File: config.mk
export PLATFORM = sky130hd
export DESIGN_NAME = seg7_scan_ctrl
export DESIGN_NICKNAME = d
export VERILOG_FILES = /design/src/rtl/seg7_pkg.sv /design/src/rtl/seg7_decode.sv /design/src/rtl/seg7_scan_ctrl.sv
export SDC_FILE = /design/constraint.sdc
export NUM_CORES = 1
export LEC_CHECK = 0
export ABC_AREA = 1
export BUFFER_PORTS_ARGS = -buffer_cell sky130_fd_sc_hd__buf_2
export CORE_MARGIN = 2
export CORE_UTILIZATION = 40
export CTS_BUF_LIST = sky130_fd_sc_hd__clkbuf_2 sky130_fd_sc_hd__clkbuf_4 sky130_fd_sc_hd__clkbuf_8
export CTS_CLUSTER_DIAMETER = 100
export CTS_CLUSTER_SIZE = 30
export DETAILED_ROUTE_END_ITERATION = 10
export HOLD_SLACK_MARGIN = 0.08
export PLACE_DENSITY_LB_ADDON = 0.05
export SYNTH_ARGS = -nofsm -noshare
export SYNTH_HDL_FRONTEND = slang
export SYNTH_HIERARCHICAL = 1
export SYNTH_SLANG_ARGS = --single-unit
File: constraint.sdc
create_clock -name clk -period 5 [get_ports clk]
set_input_delay 0 -clock clk [delete_from_list [all_inputs] [get_ports clk]]
set_output_delay 0 -clock clk [all_outputs]
set_load 0.01 [all_outputs]
File: src/rtl/seg7_pkg.sv
// Shared types and constants for the multiplexed seven-segment scan controller.
// Latency: n/a (definitions only).
// Backpressure: n/a.
package seg7_pkg;

    // Scan controller FSM states.
    typedef enum logic [0:0] {
        ST_IDLE = 1'b0,
        ST_SCAN = 1'b1
    } state_e;

    // All segments (and the decimal point) off; segments are active-low.
    localparam logic [7:0] SEG_OFF = 8'hFF;

    // Hex glyphs 0..F, active-low, bit 7 (dp) held at 1, bits 6:0 = g..a.
    localparam logic [7:0] GLYPH [16] = '{
        8'hC0, 8'hF9, 8'hA4, 8'hB0, 8'h99, 8'h92, 8'h82, 8'hF8,
        8'h80, 8'h90, 8'h88, 8'h83, 8'hC6, 8'hA1, 8'h86, 8'h8E
    };

endpackage

File: src/rtl/seg7_decode.sv
// Hex nibble to active-low seven-segment pattern, with decimal point and blanking.
// Latency: combinational.
// Backpressure: none.
// Ports: nibble_i (hex value), dp_i (decimal point on), blank_i (force all off),
//        seg_o (active-low, bit 7 = dp, bits 6:0 = g..a).
module seg7_decode
    import seg7_pkg::*;
(
    input  logic [3:0] nibble_i,
    input  logic       dp_i,
    input  logic       blank_i,
    output logic [7:0] seg_o
);

    always_comb begin
        if (blank_i) begin
            seg_o = SEG_OFF;
        end else begin
            seg_o = {~dp_i, GLYPH[nibble_i][6:0]};
        end
    end

endmodule

File: src/rtl/seg7_scan_ctrl.sv
// Multiplexed hex display scanner with frame snapshot, leading-zero blanking and PWM dimming.
// Latency: seg/grid registered, one cycle behind the slot/digit counters; frame_tick registered.
// Backpressure: none; the display free-runs while en=1 and blanks on the edge after en=0.
// Ports: clk, reset_n (async active-low), en, in_data (MS nibble = digit 0), dp, blank_lz,
//        brightness -> seg (active-low), grid (active-low, MSB = digit 0), frame_tick.
module seg7_scan_ctrl
    import seg7_pkg::*;
#(
    parameter int NUM_DIGITS  = 4,
    parameter int REFRESH_DIV = 50000,
    parameter int PWM_BITS    = 4
) (
    input  logic                      clk,
    input  logic                      reset_n,
    input  logic                      en,
    input  logic [4*NUM_DIGITS-1:0]   in_data,
    input  logic [NUM_DIGITS-1:0]     dp,
    input  logic                      blank_lz,
    input  logic [PWM_BITS-1:0]       brightness,
    output logic [7:0]                seg,
    output logic [NUM_DIGITS-1:0]     grid,
    output logic                      frame_tick
);

    localparam int CNT_W = (REFRESH_DIV > 1) ? $clog2(REFRESH_DIV) : 1;
    localparam int DIG_W = (NUM_DIGITS > 1) ? $clog2(NUM_DIGITS) : 1;
    // Cycles per brightness step within a slot.
    localparam int STEP  = REFRESH_DIV >> PWM_BITS;

    state_e                    state_q, state_d;
    logic [CNT_W-1:0]          slot_q, slot_d;
    logic [DIG_W-1:0]          digit_q, digit_d;
    logic                      frame_start;
    logic                      slot_wrap, digit_wrap;

    logic [4*NUM_DIGITS-1:0]   snap_data_q;
    logic [NUM_DIGITS-1:0]     snap_dp_q;
    logic                      snap_lz_q;
    logic [PWM_BITS-1:0]       snap_br_q;

    logic [NUM_DIGITS-1:0]     lz_blank;
    logic                      zero_run;
    logic [3:0]                cur_nib;
    logic                      cur_dp;
    logic                      cur_blank;
    logic [NUM_DIGITS-1:0]     lit_grid;
    logic [CNT_W-1:0]          phase;
    logic                      pwm_on;
    logic                      scan_live;
    logic [7:0]                dec_seg;

    logic [7:0]                seg_q, seg_d;
    logic [NUM_DIGITS-1:0]     grid_q, grid_d;
    logic                      tick_q;

    assign slot_wrap  = (slot_q == CNT_W'(REFRESH_DIV - 1));
    assign digit_wrap = (digit_q == DIG_W'(NUM_DIGITS - 1));

    // Counter/FSM next state. Dropping en returns to IDLE on the next edge with
    // counters cleared, so re-enabling always starts a fresh frame at digit 0.
    always_comb begin
        state_d     = state_q;
        slot_d      = slot_q;
        digit_d     = digit_q;
        frame_start = 1'b0;
        if (!en) begin
            state_d = ST_IDLE;
            slot_d  = '0;
            digit_d = '0;
        end else if (state_q == ST_IDLE) begin
            state_d     = ST_SCAN;
            slot_d      = '0;
            digit_d     = '0;
            frame_start = 1'b1;
        end else if (slot_wrap) begin
            slot_d = '0;
            if (digit_wrap) begin
                digit_d     = '0;
                frame_start = 1'b1;
            end else begin
                digit_d = digit_q + 1'b1;
            end
        end else begin
            slot_d = slot_q + 1'b1;
        end
    end

    // Leading-zero blanking: digit k is blanked while every nibble from the left
    // up to and including k is zero. The rightmost digit always shows.
    always_comb begin
        lz_blank = '0;
        zero_run = snap_lz_q;
        for (int k = 0; k < NUM_DIGITS; k++) begin
            zero_run    = zero_run & (snap_data_q[4*(NUM_DIGITS-1-k) +: 4] == 4'h0);
            lz_blank[k] = zero_run & (k != NUM_DIGITS - 1);
        end
    end

    // Select the snapshot fields of the digit currently being scanned.
    always_comb begin
        cur_nib   = '0;
        cur_dp    = 1'b0;
        cur_blank = 1'b0;
        lit_grid  = '1;
        for (int k = 0; k < NUM_DIGITS; k++) begin
            if (digit_q == DIG_W'(k)) begin
                cur_nib                    = snap_data_q[4*(NUM_DIGITS-1-k) +: 4];
                cur_dp                     = snap_dp_q[NUM_DIGITS-1-k];
                cur_blank                  = lz_blank[k];
                lit_grid[NUM_DIGITS-1-k]   = 1'b0;
            end
        end
    end

    seg7_decode u_decode (
        .nibble_i (cur_nib),
        .dp_i     (cur_dp),
        .blank_i  (cur_blank),
        .seg_o    (dec_seg)
    );

    // Slot cycle 0 is always dark so the previous digit's anode is off before
    // the next one turns on (anti-ghosting).
    assign phase     = slot_q / CNT_W'(STEP);
    assign pwm_on    = (slot_q != '0) && (phase < CNT_W'(snap_br_q));
    assign scan_live = (state_q == ST_SCAN) && en;

    always_comb begin
        seg_d  = SEG_OFF;
        grid_d = '1;
        if (scan_live) begin
            seg_d = dec_seg;
            if (pwm_on) begin
                grid_d = lit_grid;
            end
        end
    end

    always_ff @(posedge clk or negedge reset_n) begin
        if (!reset_n) begin
            state_q     <= ST_IDLE;
            slot_q      <= '0;
            digit_q     <= '0;
            snap_data_q <= '0;
            snap_dp_q   <= '0;
            snap_lz_q   <= 1'b0;
            snap_br_q   <= '0;
            seg_q       <= SEG_OFF;
            grid_q      <= '1;
            tick_q      <= 1'b0;
        end else begin
            state_q <= state_d;
            slot_q  <= slot_d;
            digit_q <= digit_d;
            seg_q   <= seg_d;
            grid_q  <= grid_d;
            tick_q  <= frame_start;
            if (frame_start) begin
                snap_data_q <= in_data;
                snap_dp_q   <= dp;
                snap_lz_q   <= blank_lz;
                snap_br_q   <= brightness;
            end
        end
    end

    assign seg        = seg_q;
    assign grid       = grid_q;
    assign frame_tick = tick_q;

endmodule

### Word level (Yosys, flattened, before mapping)

Memory sizes are Yosys's and may differ from the RTL's.
Cells that the tools add are included.

| word-level totals | value |
|---|---|
| input bits | 28 |
| output and inout bits | 13 |
| bits in read-only memories | 128 |
| memories | 1 |
| register bits | 57 |
| word-level logic and storage cells | 67 |

Memory list:

| name | words | width | rd ports | clocked after Yosys merged registers in | wr ports | RTL line | RTL |
|---|---|---|---|---|---|---|---|
| (name not given) | 16 | 8 | 1 | 0 | 0 | seg7_decode.sv:19 | `seg_o = {~dp_i, GLYPH[nibble_i][6:0]};` |

| operators by class | value |
|---|---|
| multiplexer cells | 34 |
| eq/ne operators | 5 |
| magnitude comparators | 2 |
| bitwise gates (word level) | 5 |
| add/subtract/negate cells | 2 |
| reductions and logical operators | 7 |
| divide/modulo/power cells | 1 |

Operators by type and width:

| cell | number |
|---|---|
| 16-bit two-way mux | 3 |
| 4-bit two-way mux | 6 |
| 1-bit two-way mux | 17 |
| 16-bit by 1-bit adder with 16-bit output (second input constant) | 1 |
| 16-bit by 12-bit divider with 16-bit output (second input constant) | 1 |
| 16-bit == test (second input constant) | 1 |
| 16-bit by 4-bit < comparator with 1-bit output | 1 |
| 8-bit two-way mux | 2 |
| 16-bit nonzero test | 1 |
| 7-bit two-way mux | 2 |
| 4-bit zero test | 3 |
| 2-bit two-way mux | 4 |
| 5-bit greater-or-equal comparator (second input constant) | 1 |
| 4-bit NOT with 5-bit output | 1 |
| 2-bit == test (second input constant) | 2 |
| 1-bit bitwise AND | 3 |
| 3-bit by 2-bit inequality test with 1-bit output (second input constant) | 1 |
| 2-bit by 1-bit adder with 2-bit output (second input constant) | 1 |
| 2-bit by 1-bit == test with 1-bit output (second input constant) | 1 |
| 1-bit logical AND | 2 |
| 2-bit zero test | 1 |
| 1-bit NOT | 1 |

### Depth between registers and ports, before layout

| logic depth | value |
|---|---|
| word-level depth | 11 |
| depth in mapped cells | 45 |
| mapped depth without buffers | 44 |

### Hierarchy

The synthesis kept the hierarchy.

Modules (own cells, without submodules):

| module | area each (sq um) | cells each | instances | seq. area each (sq um) |
|---|---|---|---|---|
| seg7_scan_ctrl | 4500.6 | 669 | 1 | 1441.4 |
| seg7_decode | 296.5 | 52 | 1 | 0.0 |

### Least setup slack after synthesis

No wires, ideal clock.

| timing | value |
|---|---|
| path type | register -> register |
| start | register slot_q[10] |
| end | register grid_q[0], in the netlist grid[0] |
| data required time | 4886 ps |
| slack | 938 ps |
| arrival time | 3948 ps |
| setup time | 114 ps |
| clock period less this slack | 4062 ps |
| stages on the path, launching flop included | 42 |
| path through | dfrtp_1 -> buf_6 -> clkinv_4 -> nand2_4 -> nor2_2 -> nand2_2 -> nand2_4 -> nand2_4 -> buf_6 -> nand2_2 -> nand2_2 -> inv_2 -> nand2_1 -> o21ai_1 -> nand3_2 -> buf_6 -> nand3_1 -> nand2_2 -> [6 not listed] -> nand2_2 -> inv_1 -> ha_1 -> nand3_1 -> nand3_2 -> nand2_1 -> nand2_1 -> nand2_2 -> nand2_4 -> buf_6 -> nand3_1 -> nand2_1 -> nor3_2 -> nand2_1 -> nand2_1 -> nand2_1 -> nand2_2 -> nand3_1 |

| on the way | value |
|---|---|
| cells in the longest elaborated chain, start to end | 5 |

Ends and longest elaborated chain:

| element | RTL line | RTL |
|---|---|---|
| start: declaration | seg7_scan_ctrl.sv:31 | `logic [CNT_W-1:0] slot_q, slot_d;` |
| start signal: assignment | seg7_scan_ctrl.sv:153 | `slot_q <= slot_d;` |
| 16-bit by 12-bit divider with 16-bit output | seg7_scan_ctrl.sv:124 | `assign phase = slot_q / CNT_W'(STEP);` |
| 16-bit by 4-bit < comparator with 1-bit output | seg7_scan_ctrl.sv:125 | `assign pwm_on = (slot_q != '0) && (phase < CNT_W'(snap_br_q));` |
| 1-bit logical AND (*) | seg7_scan_ctrl.sv:125 |  |
| 4-bit two-way mux (*) | seg7_scan_ctrl.sv:133 | `if (pwm_on) begin` |
| 4-bit two-way mux (*) | seg7_scan_ctrl.sv:131 | `if (scan_live) begin` |
| net grid_d[0] | seg7_scan_ctrl.sv:53 | `logic [NUM_DIGITS-1:0] grid_q, grid_d;` |
| end signal: assignment | seg7_scan_ctrl.sv:156 | `grid_q <= grid_d;` |
| end: declaration | seg7_scan_ctrl.sv:53 |  |

The timed path passes the listed nets; every way through them passes the cells marked *.
A chain may end at the register's enable or synchronous reset.

### Worst setup path after layout

| timing | value |
|---|---|
| start | register slot_q[10] |
| end | register grid_q[2], in the netlist grid[2] |

Same word-level chain as after synthesis.

==> out/results.ini <==
[status]
status = finished, final reports clean

[floorplan]
placeableCoreArea_sq_mm = 0.0116
num_rows = 39
dieArea_sq_mm = 0.0129
die_w_um = 114
top_level_ports = 41
start_util = 0.415
dieHeight_um = 114

[place]
place_congestion = 0.848
hpwl_um = 8980
numPlacedInstances = 890
place_area_sq_mm = 0.00508
portBuffers = 40

[cells_and_area]
syn2layout_area_growth_pct = 18.5
drive_above_1_share = 0.216
fillCellCount = 1172
nNetsFinal = 837
n_antenna_cell = 0
design_area_sq_mm = 0.00568
stdcell_count = 938

[route]
via_per_inst = 5.00
initialDrtViolationCount = 230
first_pass_iters = 5
wl_um = 11900
route.vias.total = 4690
wl_per_cell_um = 12.7
ant_nets = 0
drc = 0

[setup_path]
arrival_ns = 4.77
cp_slowest_stage_delay_ns = 0.48
critical_path_class = flip-flop to flip-flop
required_ns = 5.27
worst-path-buf-inv = 4
crit_path_end_kind = flip-flop
path_delay_family = simple AND/OR/NAND/NOR gates
path_max_fanout = 15
critPathLaunchType = flip-flop
crit_top_cell = nand2_1
crit_slowest_cell = dfrtp_2

[global_route]
grt_pass1_wl_um = 20300
grt_overflow = 0
antenna_found_initial = 0
grt_start_max_net_pins = 58
grt_pass1_vias = 4434
track_usage = 0.192

[clocking]
clockBufferDepth = 2
cts.sink_count = 57
cts_max_level = 3
cts_buffers = 9
insertion_delay_ns = 0.34
clockRootBuffer = clkbuf_8
clkSlewWorstSetupHoldPaths_ns = 0.07
cts_tree = built

[sta]
fin_skew_ns = 0.00908
max_slew_margin = 0.281
drv_slew = 0
setup_viol_count_final = 0
period_share = 0.899
min_period_ns = 4.50
timing_hold_violations_final = 0
fin_hold_ws_ns = 0.314
worst_pin_slew_ns = 1.07
max_freq_mhz = 222
setup-tns-final_ns = 0

[synth]
synth_top_area_share = 0.235
synth_area_leaders = dfrtp_1, nand2_1, nand3_1
synth_most_common_cell = nand2_1
ys_ff_latch = 57
synth_cells = 721
yosysTopAreaCell = dfrtp_1
ys_top_cells_by_count = nand2_1, inv_1, nand3_1, nor2_1, dfrtp_1
synth-seq-area-share = 0.300
syn-mean-instance-area_sq_um = 6.65
synth_warnings = 6
synth-edff-count = 0
netlist_area_sq_mm = 0.00480
synth_nets = 768
synth_ff_type = dfrtp_1
async_reset_ff_frac = 1.00
synth_cell_types = 47

[worst_hold_path]
min_path_type = input port to asynchronous set/reset pin

[flow_run]
maxCapViolations = 0

[power_and_ir_drop]
power_uw = 1180
p_leak_uw = 0.00298
powerDensity_mw_per_mm2 = 207
peakVddDrop_v = 0.000205

## layout make-up
class | instances | area [sq um] | area share
Timing Repair Buffer | 73 | 515 | 0.0907
Multi-Input combinational cell | 558 | 2970 | 0.522
Inverter | 91 | 352 | 0.0619
Sequential cell | 57 | 1450 | 0.255
Clock buffer | 11 | 145 | 0.0255
Tap cell | 143 | 179 | 0.0315
Clock inverter | 5 | 78.8 | 0.0139
## cells by family (layout without fill, tap and decap cells)
logic type | after synthesis | count (layout) | share of synthesized area
adders and majority gates | 19 | 19 | 0.0496
buffers and inverters | 107 | 180 | 0.0957
DFF | 57 | 57 | 0.300
and+or+nand+nor | 456 | 457 | 0.447
AOI/OAI and AO/OA | 75 | 75 | 0.0944
xor gates and xnor gates | 7 | 7 | 0.0128
## cells in the final DEF, fill, tap and decap left out, drive strengths merged
cell type,instances
clkinv,5
nor4,4
nor2,60
nor3,5
o31ai,4
o211ai,4
a21oi,18
dfrtp,45
a31oi,4
inv,89
clkbuf,11
o21a,1
dfstp,12
and2,1
nand4,7
nand3b,2
or2,9
nand3,77
xnor2,1
nor3b,2
buf,46
dlygate4sd3,27
o21ai,34
o2111ai,1
a2111oi,2
bufinv,2
nand2,288
a211oi,2
xor2,6
a221oi,5
ha,19
or3,1
or4,1
## state kept, by name (all words and copies together), names as in the netlist
signal / cells
digit_q: 2
frame_tick: 1
snap_br_q: 4
snap_dp_q: 4
snap_lz_q: 1
grid: 4
snap_data_q: 16
slot_q: 16
seg: 8
state_q: 1
## report_power, final
part           internal [uW]  switching, uW  total, uW
logic                   71.1           97.2        168
registers                499           19.1        518
clock network            299            190        489
total                    868            307       1180
## worst register-to-register path: cells and delay by family (launching register included)
family | cells | cell delay [ns]
and+or+nand+nor | 33 | 2.94
DFF | 1 | 0.48
buffers and inverters | 4 | 0.45
AOI/OAI and AO/OA | 2 | 0.37
adders and majority gates | 1 | 0.16
## path summary, 6_finish.rpt
path                       startpoint         end  slack [ns]  cells past startpoint
max                        slot_q[10]     grid[2]        0.50                     40
min                           reset_n  slot_q[15]        0.31                      3
max reg2reg                slot_q[10]     grid[2]        0.50                     40
min reg2reg                 slot_q[0]   slot_q[0]        0.47                      1
max in group asynchronous     reset_n   slot_q[4]        4.14                      3
min in group clk                   en     state_q        0.34                      2
## layer usage
layer / routed length, um / share of wire / GRT usage
met4: 208 / 0.017 / 0.0618
met2: 5920 / 0.50 / 0.334
met1: 5510 / 0.46 / 0.244
met5: 0 / 0 / 0
met3: 305 / 0.026 / 0.0313
## repair_timing
item,in CTS,in global routing
resized for setup,0,17
setup buffers,0,4
endpoints found under the hold margin,71,0
hold buffers,27,0
setup endpoints to repair,0,4
## through the flow
step	worst slack, ns	util
2_1_floorplan	0.938	-
3_3_place_gp	0.430	0.439
3_5_place_dp	0.288	0.439
4_1_cts	0.276	0.482
5_1_grt	-0.0129	0.492
6_report	0.504	0.492
Power figures use the tool's default switching activity.
